===== src/rtl/demux1to3_32b_buf_pkg.sv =====
// Shared constants and helpers for the 1-to-3 buffered word demultiplexer.
package demux1to3_32b_buf_pkg;

   localparam int DATA_W = 32;
   localparam int CNT_W  = 8;
   localparam int NUM_CH = 3;

   localparam logic [1:0] SEL_CH0     = 2'b00;
   localparam logic [1:0] SEL_CH1     = 2'b01;
   localparam logic [1:0] SEL_CH2     = 2'b10;
   localparam logic [1:0] SEL_ILLEGAL = 2'b11;

   localparam logic [CNT_W-1:0] CNT_MAX = 8'hFF;

   // Increment that sticks at the all-ones value instead of wrapping.
   function automatic logic [CNT_W-1:0] sat_inc(input logic [CNT_W-1:0] v);
      logic [CNT_W-1:0] r;
      if (v == CNT_MAX) begin
         r = v;
      end else begin
         r = v + 8'd1;
      end
      return r;
   endfunction

endpackage


===== src/rtl/demux1to3_32b_buf_chan_buf_32b.sv =====
// One-entry output buffer for a single channel: holds one word until the
// consumer takes it. slot_free tells the top whether a fill could land this
// cycle (empty, or being drained at the same edge).
module chan_buf_32b
   import demux1to3_32b_buf_pkg::*;
(
   input  logic              clk,
   input  logic              reset_n,
   input  logic              fill,
   input  logic [DATA_W-1:0] fill_data,
   input  logic              out_ready,
   output logic [DATA_W-1:0] out_data,
   output logic              out_valid,
   output logic              slot_free
);

   logic              valid_r;
   logic [DATA_W-1:0] data_r;

   // Fill has priority over drain so a simultaneous drain+fill keeps the slot full.
   always_ff @(posedge clk or negedge reset_n) begin
      if (!reset_n) begin
         valid_r <= 1'b0;
         data_r  <= 32'h0;
      end else if (fill) begin
         valid_r <= 1'b1;
         data_r  <= fill_data;
      end else if (valid_r && out_ready) begin
         valid_r <= 1'b0;
      end else begin
         valid_r <= valid_r;
      end
   end

   assign slot_free = !valid_r || out_ready;
   assign out_data  = data_r;
   assign out_valid = valid_r;

endmodule


===== src/rtl/demux1to3_32b_buf.sv =====
// Registered 1-to-3 demultiplexer: steers a producer word to one of three
// buffered consumers; select code 2'b11 is swallowed and counted.
module demux1to3_32b_buf
   import demux1to3_32b_buf_pkg::*;
(
   input  logic              clk,
   input  logic              reset_n,
   input  logic [DATA_W-1:0] in_data,
   input  logic [1:0]        in_sel,
   input  logic              in_valid,
   output logic              in_ready,
   output logic [DATA_W-1:0] out_data0,
   output logic [DATA_W-1:0] out_data1,
   output logic [DATA_W-1:0] out_data2,
   output logic              out_valid0,
   output logic              out_valid1,
   output logic              out_valid2,
   input  logic              out_ready0,
   input  logic              out_ready1,
   input  logic              out_ready2,
   output logic              err,
   input  logic              clr_err,
   output logic [CNT_W-1:0]  drop_cnt
);

   logic [NUM_CH-1:0] sel_onehot_s;
   logic [NUM_CH-1:0] slot_free_s;
   logic [NUM_CH-1:0] fill_s;
   logic              in_ready_s;
   logic              accept_s;
   logic              illegal_acc_s;
   logic              err_r;
   logic [CNT_W-1:0]  drop_cnt_r;

   // Decode the select into a one-hot channel enable; the illegal code selects nothing.
   always_comb begin
      sel_onehot_s = 3'b000;
      case (in_sel)
         SEL_CH0: sel_onehot_s = 3'b001;
         SEL_CH1: sel_onehot_s = 3'b010;
         SEL_CH2: sel_onehot_s = 3'b100;
         default: sel_onehot_s = 3'b000;
      endcase
   end

   // Ready looks only at the addressed channel so a stalled neighbour never blocks.
   always_comb begin
      in_ready_s = 1'b1;
      case (in_sel)
         SEL_CH0: in_ready_s = slot_free_s[0];
         SEL_CH1: in_ready_s = slot_free_s[1];
         SEL_CH2: in_ready_s = slot_free_s[2];
         default: in_ready_s = 1'b1;
      endcase
   end

   assign in_ready      = in_ready_s;
   assign accept_s      = in_valid && in_ready_s;
   assign fill_s        = sel_onehot_s & {NUM_CH{accept_s}};
   assign illegal_acc_s = accept_s && (in_sel == SEL_ILLEGAL);

   chan_buf_32b u_ch0 (
      .clk       (clk),
      .reset_n   (reset_n),
      .fill      (fill_s[0]),
      .fill_data (in_data),
      .out_ready (out_ready0),
      .out_data  (out_data0),
      .out_valid (out_valid0),
      .slot_free (slot_free_s[0])
   );

   chan_buf_32b u_ch1 (
      .clk       (clk),
      .reset_n   (reset_n),
      .fill      (fill_s[1]),
      .fill_data (in_data),
      .out_ready (out_ready1),
      .out_data  (out_data1),
      .out_valid (out_valid1),
      .slot_free (slot_free_s[1])
   );

   chan_buf_32b u_ch2 (
      .clk       (clk),
      .reset_n   (reset_n),
      .fill      (fill_s[2]),
      .fill_data (in_data),
      .out_ready (out_ready2),
      .out_data  (out_data2),
      .out_valid (out_valid2),
      .slot_free (slot_free_s[2])
   );

   // Sticky error flag and saturating drop counter; a clear beats a coincident drop.
   always_ff @(posedge clk or negedge reset_n) begin
      if (!reset_n) begin
         err_r      <= 1'b0;
         drop_cnt_r <= 8'h00;
      end else if (clr_err) begin
         err_r      <= 1'b0;
         drop_cnt_r <= 8'h00;
      end else if (illegal_acc_s) begin
         err_r      <= 1'b1;
         drop_cnt_r <= sat_inc(drop_cnt_r);
      end else begin
         err_r      <= err_r;
         drop_cnt_r <= drop_cnt_r;
      end
   end

   assign err      = err_r;
   assign drop_cnt = drop_cnt_r;

endmodule


===== config.mk =====
export PLATFORM = sky130hd
export DESIGN_NAME = demux1to3_32b_buf
export DESIGN_NICKNAME = d
export VERILOG_FILES = /design/src/rtl/demux1to3_32b_buf_pkg.sv /design/src/rtl/demux1to3_32b_buf_chan_buf_32b.sv /design/src/rtl/demux1to3_32b_buf.sv
export SDC_FILE = /design/constraint.sdc
export NUM_CORES = 1
export LEC_CHECK = 0
export CORE_MARGIN = 4
export CORE_UTILIZATION = 43
export CTS_BUF_LIST = sky130_fd_sc_hd__clkbuf_2 sky130_fd_sc_hd__clkbuf_4 sky130_fd_sc_hd__clkbuf_8
export DETAILED_ROUTE_END_ITERATION = 10
export GPL_ROUTABILITY_DRIVEN = 0
export GPL_TIMING_DRIVEN = 0
export PLACE_DENSITY = 0.75
export REMOVE_ABC_BUFFERS = 1
export SYNTH_ARGS = -nofsm -noshare
export SYNTH_HDL_FRONTEND = slang
export SYNTH_HIERARCHICAL = 1
export SYNTH_SLANG_ARGS = --single-unit

===== constraint.sdc =====
create_clock -name clk -period 1.58 [get_ports clk]
set_clock_uncertainty 0.15 [all_clocks]
set_input_delay 0.316 -clock clk [delete_from_list [all_inputs] [get_ports clk]]
set_output_delay 0.316 -clock clk [all_outputs]
set_load 0.01 [all_outputs]

==> results of run 1 <==
cell usage after synthesis (all sizes together):
cell type,instances
and4,1
and2b,2
nor2,8
xor2,1
o21ai,1
a21bo,1
a41oi,1
ha,1
mux2,97
and3,1
and4b,2
nand2,1
nor4,1
nand2b,6
nor3,3
buf,14
mux2i,1
nand3b,1
dfrtp,108
xnor2,2
nor4bb,1
nand4,3
a211oi,2
a21oi,4
nand3,3
worst max-delay path: cells and delay by family, from the launching register on:
kind	cells	cell delay [ns]
flops	1	0.41
buf+inv	1	0.16
simple gates	2	0.26
compound gates	2	0.22
layer usage:
layer,up-vias,GRT usage [%]
met5,-,0
met4,0,6.73
met3,12,4.10
met2,122,32.3
met1,1579,27.2
li1,1358,-
cell type report:
type / count / area share [%]
clock buffer: 15 / 2.64
clock inverter: 1 / 0.0704
multi-input combinational: 144 / 26.6
sequential: 108 / 38.0
tap: 136 / 2.39
timing repair buffer: 211 / 30.3
repair_timing:
action / CTS / global route
gates cloned: 7 / 1
hold buffers: 1 / 0
endpoints found under the hold margin: 57 / 0
buffers inserted: 38 / 17
endpoints found under the setup margin: 213 / 125
resized for setup: 170 / 44
pin swaps: 6 / 7
flip-flops by register name, indices dropped and copies added (netlist names):
name             flops
u_ch0/out_data      32
u_ch1/out_valid      1
u_ch2/out_data      32
u_ch1/out_data      32
u_ch0/out_valid      1
u_ch2/out_valid      1
drop_cnt             8
err                  1
layout by cell type (no fill, tap or decap), drive strengths merged, types with 2 or more instances in the layout:
| cell type | synthesis | routed |
|---|---|---|
| clkbuf | 0 | 18 |
| nand3 | 3 | 3 |
| nor3 | 3 | 3 |
| mux2 | 97 | 97 |
| buf | 14 | 66 |
| and4b | 2 | 2 |
| nand4 | 3 | 3 |
| clkdlybuf4s50 | 0 | 34 |
| clkdlybuf4s15 | 0 | 10 |
| a21oi | 4 | 4 |
| nand2b | 6 | 6 |
| dlygate4sd2 | 0 | 97 |
| nor2 | 8 | 8 |
| xnor2 | 2 | 2 |
| dfrtp | 108 | 108 |
| a211oi | 2 | 2 |
| and2b | 2 | 2 |
path summary, 6_finish.rpt:
path / endpoint / startpoint
worst max register to register: u_ch0/out_data[21]$_DFFE_PN0P_ / u_ch0/out_valid$_DFFE_PN0P_
max in group asynchronous: u_ch1/out_data[2]$_DFFE_PN0P_ / reset_n
worst min register to register: u_ch0/out_data[4]$_DFFE_PN0P_ / u_ch0/out_data[4]$_DFFE_PN0P_
worst min-delay path: drop_cnt[6]$_DFFE_PN0P_ / reset_n
min in group clk: u_ch1/out_valid$_DFFE_PN0P_ / out_ready1
worst max-delay path: in_ready / u_ch0/out_valid$_DFFE_PN0P_
logic make-up after synthesis:
| group | share of synthesized area [%] |
|---|---|
| xor+xnor | 0.562 |
| buf+inv | 4.98 |
| flops | 57.8 |
| mux | 30.6 |
| fa+ha+maj | 0.268 |
| simple gates | 4.31 |
| compound gates | 1.53 |
through the flow:
step / power [mW] / hold slack, ns
floorplan: 4.69 / -0.130
global placement: 6.10 / 0.340
detailed placement: 6.15 / 0.285
CTS: 7.61 / 0.274
global route: 7.94 / 0.315
finish: 7.58 / 0.320
report_power, final:
part           internal (mW)  leakage (nW)  total [mW]  switching, mW
combinational           1.44          2.00        2.33          0.891
clock                  0.756         0.104        1.66          0.901
sequential              3.29          1.30        3.59          0.307
total                   5.48          3.41        7.58           2.10
==> flow_summary.toml, run 1 <==
[yosys]
synth_top_area_share_pct = 57.8
yosysWarnings = 6
synthCells = 266
yosysSeqAreaShare_pct = 57.8
synth_area_leader_cell = "dfrtp_1"
synth_area_mm2 = 0.00468
avgSynthCellArea_um2 = 17.6
ys_top_cells_by_area = "dfrtp_1, mux2_4, buf_12, mux2_2, buf_6"
ys_ff_latch = 108
ys_types = 31

[min_path]
hold_class = "in -> async"

[floorplanning]
rows = 37
die_area_mm2 = 0.0126
die_w_um = 112
pin_count = 150
die_h_um = 112
core_mm2 = 0.0105
initial_utilization_pct = 44.7

[placed_design]
dp_slack_ns = -1.13
port_buffers = 149
dp_cells = 543
dp_hpwl_um = 7440
dpl_cell_area_mm2 = 0.00624

[timing]
layout_min_cycle_time_ns = 1.89
finalSetupTns_ns = -11.00
relSlewSlack_pct = 62.7
drv_slew = 0
worst_pin_slew_ns = 0.559
finalHoldViolations = 0
fin_crit_sh_pct = 119
finalSetupViolations = 98
rsz0062_at_grt = "yes"
fmax_ghz = 0.530
fin_ws_ns = -0.307

[detailed_routing]
drt_pass1_iterations = 4
routed.top_layer = "met4"
wl_met3_um = 741
wl_per_cell_um = 20.9
routed_wl_um = 12800
wl_met1_um = 5740
first_iter_violations = 140
wl_met2_um = 6150
vias = 3071
drtAntennaViolNets = 0
drc = 0
viasPerCell = 4.99

[global_routing]
gr-usage-all-layers_pct = 20.0
grt_first_pass_wirelength_um = 19500
grt_max_degree = 59
globalRoute.totalOverflow = 0
grt_antenna_before_repair = 0
first_global_vias = 3333

[run_status]
status = "finished, violations left"
violations = "setup timing"

[finish]
finalNonFillerCells = 615
nets = 516
fin_area_mm2 = 0.00711
finish.utilization_pct = 67.9
drive_above_1_share_pct = 41.5
ff_latch_area_mm2 = 0.00270
multi_input_area_mm2 = 0.00189
antennaDiodeCount = 0
fillers = 766
syn_to_final_growth_pct = 52.0

[job]
max_cap_violations = 0

[setup_path]
worstPathRequired_ns = 1.11
ff2ff_path_depth = 6
worst_path_largest_cell_delay_ns = 0.41
setup.worst_path.end_class = "output pin"
path_cells = "nand2b_4 -> and2b_1 -> a211oi_2 -> a21oi_1 -> buf_2"
worstPathArrival_ns = 1.42
reg2reg_setup_slack_ns = -0.23
cp_slowest_cell = "dfrtp_1"
start_kind = "register"
crit_type = "reg -> out"
worstPathMaxFanout = 3

[pwr]
p_leak_nw = 3.41
ir_drop_uv = 608
powerDensity_mw_per_mm2 = 1070

[cts]
cts_tree = "yes"
clock_tree.root_cell = "clkbuf_8"
clock_path_buffers = 2
path_clk_slew_ns = 0.10
worstSkewPairLatency_ns = 0.38
h-tree-depth = 3
cts_sinks = 108
cts_inserted_buffers = 9
(Power assumes the default switching activity.)
==> run 2: changes to the inputs <==
--- a/config.mk
+++ b/config.mk
@@ -5,6 +5,8 @@
 export SDC_FILE = /design/constraint.sdc
 export NUM_CORES = 1
 export LEC_CHECK = 0
+export CAP_MARGIN = 0
+export CORE_ASPECT_RATIO = 0.8
 export CORE_MARGIN = 4
 export CORE_UTILIZATION = 43
 export CTS_BUF_LIST = sky130_fd_sc_hd__clkbuf_2 sky130_fd_sc_hd__clkbuf_4 sky130_fd_sc_hd__clkbuf_8
==> flow_summary.toml, run 2 (synthesis gave the netlist of run 1 again) <==
[cts]
worstSkewPairLatency_ns = 0.36
h-tree-depth = 3
cts_tree = "yes"
clock_path_buffers = 2
path_clk_slew_ns = 0.09
clock_tree.root_cell = "clkbuf_8"
cts_inserted_buffers = 9
cts_sinks = 108

[setup_path]
crit_type = "reg -> out"
r2r-end = "u_ch0/out_data[17]$_DFFE_PN0P_"
ff2ff_path_depth = 6
worst_r2r_startpoint = "u_ch0/out_valid$_DFFE_PN0P_"
start_kind = "register"
path_cells = "nand2b_4 -> and2b_1 -> a211oi_2 -> a21oi_1 -> buf_2"
cp_slowest_cell = "dfrtp_1"
setup.worst_path.end_class = "output pin"
worstPathArrival_ns = 1.44
worstPathRequired_ns = 1.11
reg2reg_setup_slack_ns = -0.24
worstPathMaxFanout = 3
worst_path_largest_cell_delay_ns = 0.41

[finish]
finalNonFillerCells = 612
nets = 511
drive_above_1_share_pct = 41.5
syn_to_final_growth_pct = 48.5
fin_area_mm2 = 0.00695
antennaDiodeCount = 0
mostFrequentLayoutCells = "dfrtp_1, mux2_4, dlygate4sd2_1"
finish.utilization_pct = 66.5
final_common_cell = "dfrtp_1"

[global_routing]
globalRoute.totalOverflow = 0
grt_max_degree = 59
gr-usage-all-layers_pct = 19.2
first_global_vias = 3327
grt_first_pass_wirelength_um = 19000
grt_antenna_before_repair = 0

[timing]
fin_crit_sh_pct = 121
rsz0062_at_grt = "yes"
fmax_ghz = 0.525
worst_pin_slew_ns = 0.546
finalHoldViolations = 0
relSlewSlack_pct = 63.6
drv_slew = 0
whs_ns = 0.338
finalSetupViolations = 100
fin_ws_ns = -0.326
layout_min_cycle_time_ns = 1.91

[pwr]
powerDensity_mw_per_mm2 = 1090
internal_power_mw = 5.51
combPwrFrac_pct = 30.9
p_clk_share_pct = 21.8
seq_power_share_pct = 47.3
p_leak_nw = 3.34
switchingPower_mw = 2.08
p_sw_share_pct = 27.4
ir_drop_uv = 649

[min_path]
whs_path_depth = 4
min_to = "u_ch2/out_valid$_DFFE_PN0P_"
hp-start = "out_ready2"
hold_class = "in -> reg"

[floorplanning]
pin_count = 150
core_mm2 = 0.0104
die_area_mm2 = 0.0126
die_h_um = 101
rows = 33
initial_utilization_pct = 44.8
die_w_um = 125

[detailed_routing]
viasPerCell = 4.95
vias = 3031
routed_wl_um = 12100
first_iter_violations = 154
drc = 0
drt_pass1_iterations = 4
wl_per_cell_um = 19.8
drtAntennaViolNets = 0

[placed_design]
dp_cells = 547
dp_slack_ns = -1.25
port_buffers = 149
dp_hpwl_um = 7340
dpl_cell_area_mm2 = 0.00623

[job]
max_cap_violations = 0

[run_status]
status = "finished, violations left"
violations = "setup timing"
==> run 2: cell types whose count changed in the layout (fill, tap and decap cells not counted), sizes merged <==
cell	delta
buf	-5
bufinv	+1
clkbuf	-3
clkdlybuf4s50	-1
clkinv	+1
clkinvlp	+1
dlygate4sd2	-1
==> run 2: worst max path at each step <==
stage | depth (start not counted) | start | end | slack, ns
2_1_floorplan | 3 | u_ch0/out_valid$_DFFE_PN0P_ | u_ch0/out_data[27]$_DFFE_PN0P_ | -4.70
3_3_place_gp | 4 | out_ready0 | u_ch0/out_data[27]$_DFFE_PN0P_ | -7.68
3_5_place_dp | 6 | out_ready0 | u_ch0/out_data[28]$_DFFE_PN0P_ | -1.25
4_1_cts | 5 | u_ch0/out_valid$_DFFE_PN0P_ | in_ready | -0.25
5_1_grt | 5 | u_ch0/out_valid$_DFFE_PN0P_ | in_ready | -0.40
6_report | 5 | u_ch0/out_valid$_DFFE_PN0P_ | in_ready | -0.33
==> run 2: through the flow <==
step | power, mW | setup TNS, ns
finish | 7.59 | -12.47
CTS | 7.59 | -10.33
floorplan | 4.69 | -207.79
global route | 7.99 | -16.20
global placement | 6.10 | -800.66
detailed placement | 6.14 | -93.58
==> run 2: critical path: cells and delay by family (launching register included) <==
kind,cells,cell delay (ns)
compound gates,2,0.25
buf+inv,1,0.17
flops,1,0.41
simple gates,2,0.25
==> run 2: routing by layer <==
layer  vias to the layer above  part of all wire, %  global-route usage, %
met1                      1562                   44                   25.2
met4                         0                  2.3                   5.98
li1                       1349                    -                      -
met5                         -                    0                      0
met2                        99                   49                   32.1
met3                        21                  5.0                   4.69
==> run 2: cell type report <==
cell class | instances | area [µm²]
flip-flops and latches | 108 | 2710
clock inverters | 4 | 51.3
well taps | 140 | 175
clock buffers | 10 | 138
repair buffers | 206 | 2020
fillers | 764 | 3500
multi-input cells | 144 | 1860
==> run 2: timing repair <==
action	CTS	global route
resized for setup	165	33
setup endpoints to repair	213	130
hold buffers	1	0
gates cloned	7	0
endpoints found under the hold margin	57	0
buffers inserted	28	22
pin swaps	6	1
==> run 2: power groups by stage <==
| stage | clock network (mW) | registers (mW) | logic (mW) |
|---|---|---|---|
| detailed placement | 0 | 3.65 | 2.49 |
| global placement | 0 | 3.64 | 2.46 |
| finish | 1.65 | 3.59 | 2.35 |
| global route | 1.85 | 3.66 | 2.48 |
| floorplan | 0 | 3.86 | 0.825 |
| CTS | 1.72 | 3.59 | 2.28 |
==> run 3: changes to the inputs <==
--- a/config.mk
+++ b/config.mk
@@ -8,12 +8,12 @@
 export CAP_MARGIN = 0
 export CORE_ASPECT_RATIO = 0.8
 export CORE_MARGIN = 4
-export CORE_UTILIZATION = 43
-export CTS_BUF_LIST = sky130_fd_sc_hd__clkbuf_2 sky130_fd_sc_hd__clkbuf_4 sky130_fd_sc_hd__clkbuf_8
+export CORE_UTILIZATION = 42
 export DETAILED_ROUTE_END_ITERATION = 10
 export GPL_ROUTABILITY_DRIVEN = 0
 export GPL_TIMING_DRIVEN = 0
-export PLACE_DENSITY = 0.75
+export PLACE_DENSITY = 0.74
+export RECOVER_POWER = 25
 export REMOVE_ABC_BUFFERS = 1
 export SYNTH_ARGS = -nofsm -noshare
 export SYNTH_HDL_FRONTEND = slang
==> flow_summary.toml, run 3 (synthesis gave the netlist of run 1 again) <==
[run_status]
status = "finished, violations left"
violations = "setup timing"

[detailed_routing]
drt_pass1_iterations = 4
drc = 0
first_iter_violations = 108
wl_per_cell_um = 20.9
viasPerCell = 4.96
drtAntennaViolNets = 0
vias = 2980
routed_wl_um = 12600

[timing]
rsz0062_at_grt = "yes"
whs_ns = 0.254
finalHoldViolations = 0
fin_crit_sh_pct = 117
relSlewSlack_pct = 50.4
fmax_ghz = 0.541
finalSetupViolations = 97
fin_ws_ns = -0.269
layout_min_cycle_time_ns = 1.85
worst_pin_slew_ns = 0.744
drv_slew = 0

[setup_path]
worstPathArrival_ns = 1.38
start_kind = "register"
ff2ff_path_depth = 6
worstPathRequired_ns = 1.11
crit_start = "u_ch0/out_valid$_DFFE_PN0P_"
setup.worst_path.end_class = "output pin"
reg2reg_setup_slack_ns = -0.19
worst_r2r_startpoint = "u_ch0/out_valid$_DFFE_PN0P_"
worstPathMaxFanout = 3
crit_type = "reg -> out"

[min_path]
hp-start = "out_ready0"
whs_path_depth = 3
hold_class = "in -> reg"

[finish]
final_common_cell = "dlygate4sd2_1"
nets = 495
fillers = 878
drive_above_1_share_pct = 38.5
antennaDiodeCount = 0
mostFrequentLayoutCells = "dlygate4sd2_1, dfrtp_1, mux2_4"
multi_input_area_mm2 = 0.00188
ff_latch_area_mm2 = 0.00271
syn_to_final_growth_pct = 49.9

[global_routing]
first_global_vias = 3304
gr-usage-all-layers_pct = 19.4
grt_first_pass_wirelength_um = 19100
grt_max_degree = 58
globalRoute.totalOverflow = 0
grt_antenna_before_repair = 0

[cts]
clock_path_buffers = 2
cts_inserted_buffers = 9
cts_tree = "yes"
clock_tree.root_cell = "clkbuf_16"
h-tree-depth = 3
cts_sinks = 108
path_clk_slew_ns = 0.07
worstSkewPairLatency_ns = 0.35

[floorplanning]
core_mm2 = 0.0109
die_w_um = 126
pin_count = 150
rows = 34
die_area_mm2 = 0.0129
initial_utilization_pct = 42.9
die_h_um = 102

[pwr]
powerDensity_mw_per_mm2 = 1160
p_leak_nw = 3.33
power_mw = 8.15
ir_drop_uv = 903

[job]
max_cap_violations = 0

[placed_design]
dp_slack_ns = -1.35
port_buffers = 149
dp_hpwl_um = 7530
-- run 3: cell types whose count changed in the layout (fill, tap and decap cells not counted), moves of 3 or more --
cell and change:
buf_12 -3, buf_16 +3, buf_4 -22, buf_6 +4, clkbuf_16 +10, clkbuf_8 -9
clkdlybuf4s15_1 -5, dlygate4sd2_1 +10
-- run 3: cell type report --
type	instances	share of cell area, %
multi-input combinational	144	26.8
timing repair buffer	190	27.9
clock inverter	4	0.714
clock buffer	11	3.46
sequential	108	38.6
tap	144	2.57
-- run 3: per-stage QoR --
stage               util [%]  std cells  instance area [µm²]  TNS [ns]
floorplan                  -        252                 4440   -207.79
global placement        56.1        545                 6110   -806.07
detailed placement      57.2        551                 6230    -99.08
CTS                     63.3        593                 6890     -6.16
global route            64.4        601                 7010    -13.48
finish                  64.4        601                 7010     -6.83
-- run 3: what timing repair did --
item / in CTS / in global routing
hold buffers: 1 / 0
setup buffers: 19 / 11
pin swaps: 4 / 7
endpoints found under the hold margin: 51 / 0
endpoints found under the setup margin: 213 / 108
gates resized for setup: 157 / 28
cloned: 7 / 1
-- run 3: critical path, stage by stage (launching register included) --
cell and delay [ns]:
dfrtp_1 0.40, nand2b_4 0.07, and2b_1 0.17, a211oi_2 0.18, a21oi_2 0.05, buf_2 0.16
-- run 3: routing by layer --
layer	GRT usage [%]	up-vias	part of all wire (%)
met2	31.8	108	48
met1	24.1	1542	43
met5	0	-	0
met4	5.44	0	1.3
li1	-	1318	-
met3	7.94	12	7.4
-- run 3: final timing paths --
check | to
worst max-delay path | in_ready
worst min-delay path | u_ch0/out_valid$_DFFE_PN0P_
worst max register to register | u_ch0/out_data[8]$_DFFE_PN0P_
worst min register to register | u_ch0/out_data[10]$_DFFE_PN0P_
max in group asynchronous | u_ch1/out_data[5]$_DFFE_PN0P_
min in group asynchronous | u_ch2/out_data[28]$_DFFE_PN0P_
-- run 3: power by group --
part | leakage, nW | switching [mW] | internal (mW)
logic | 1.89 | 0.875 | 1.39
clock network | 0.138 | 1.01 | 1.26
registers | 1.30 | 0.313 | 3.29
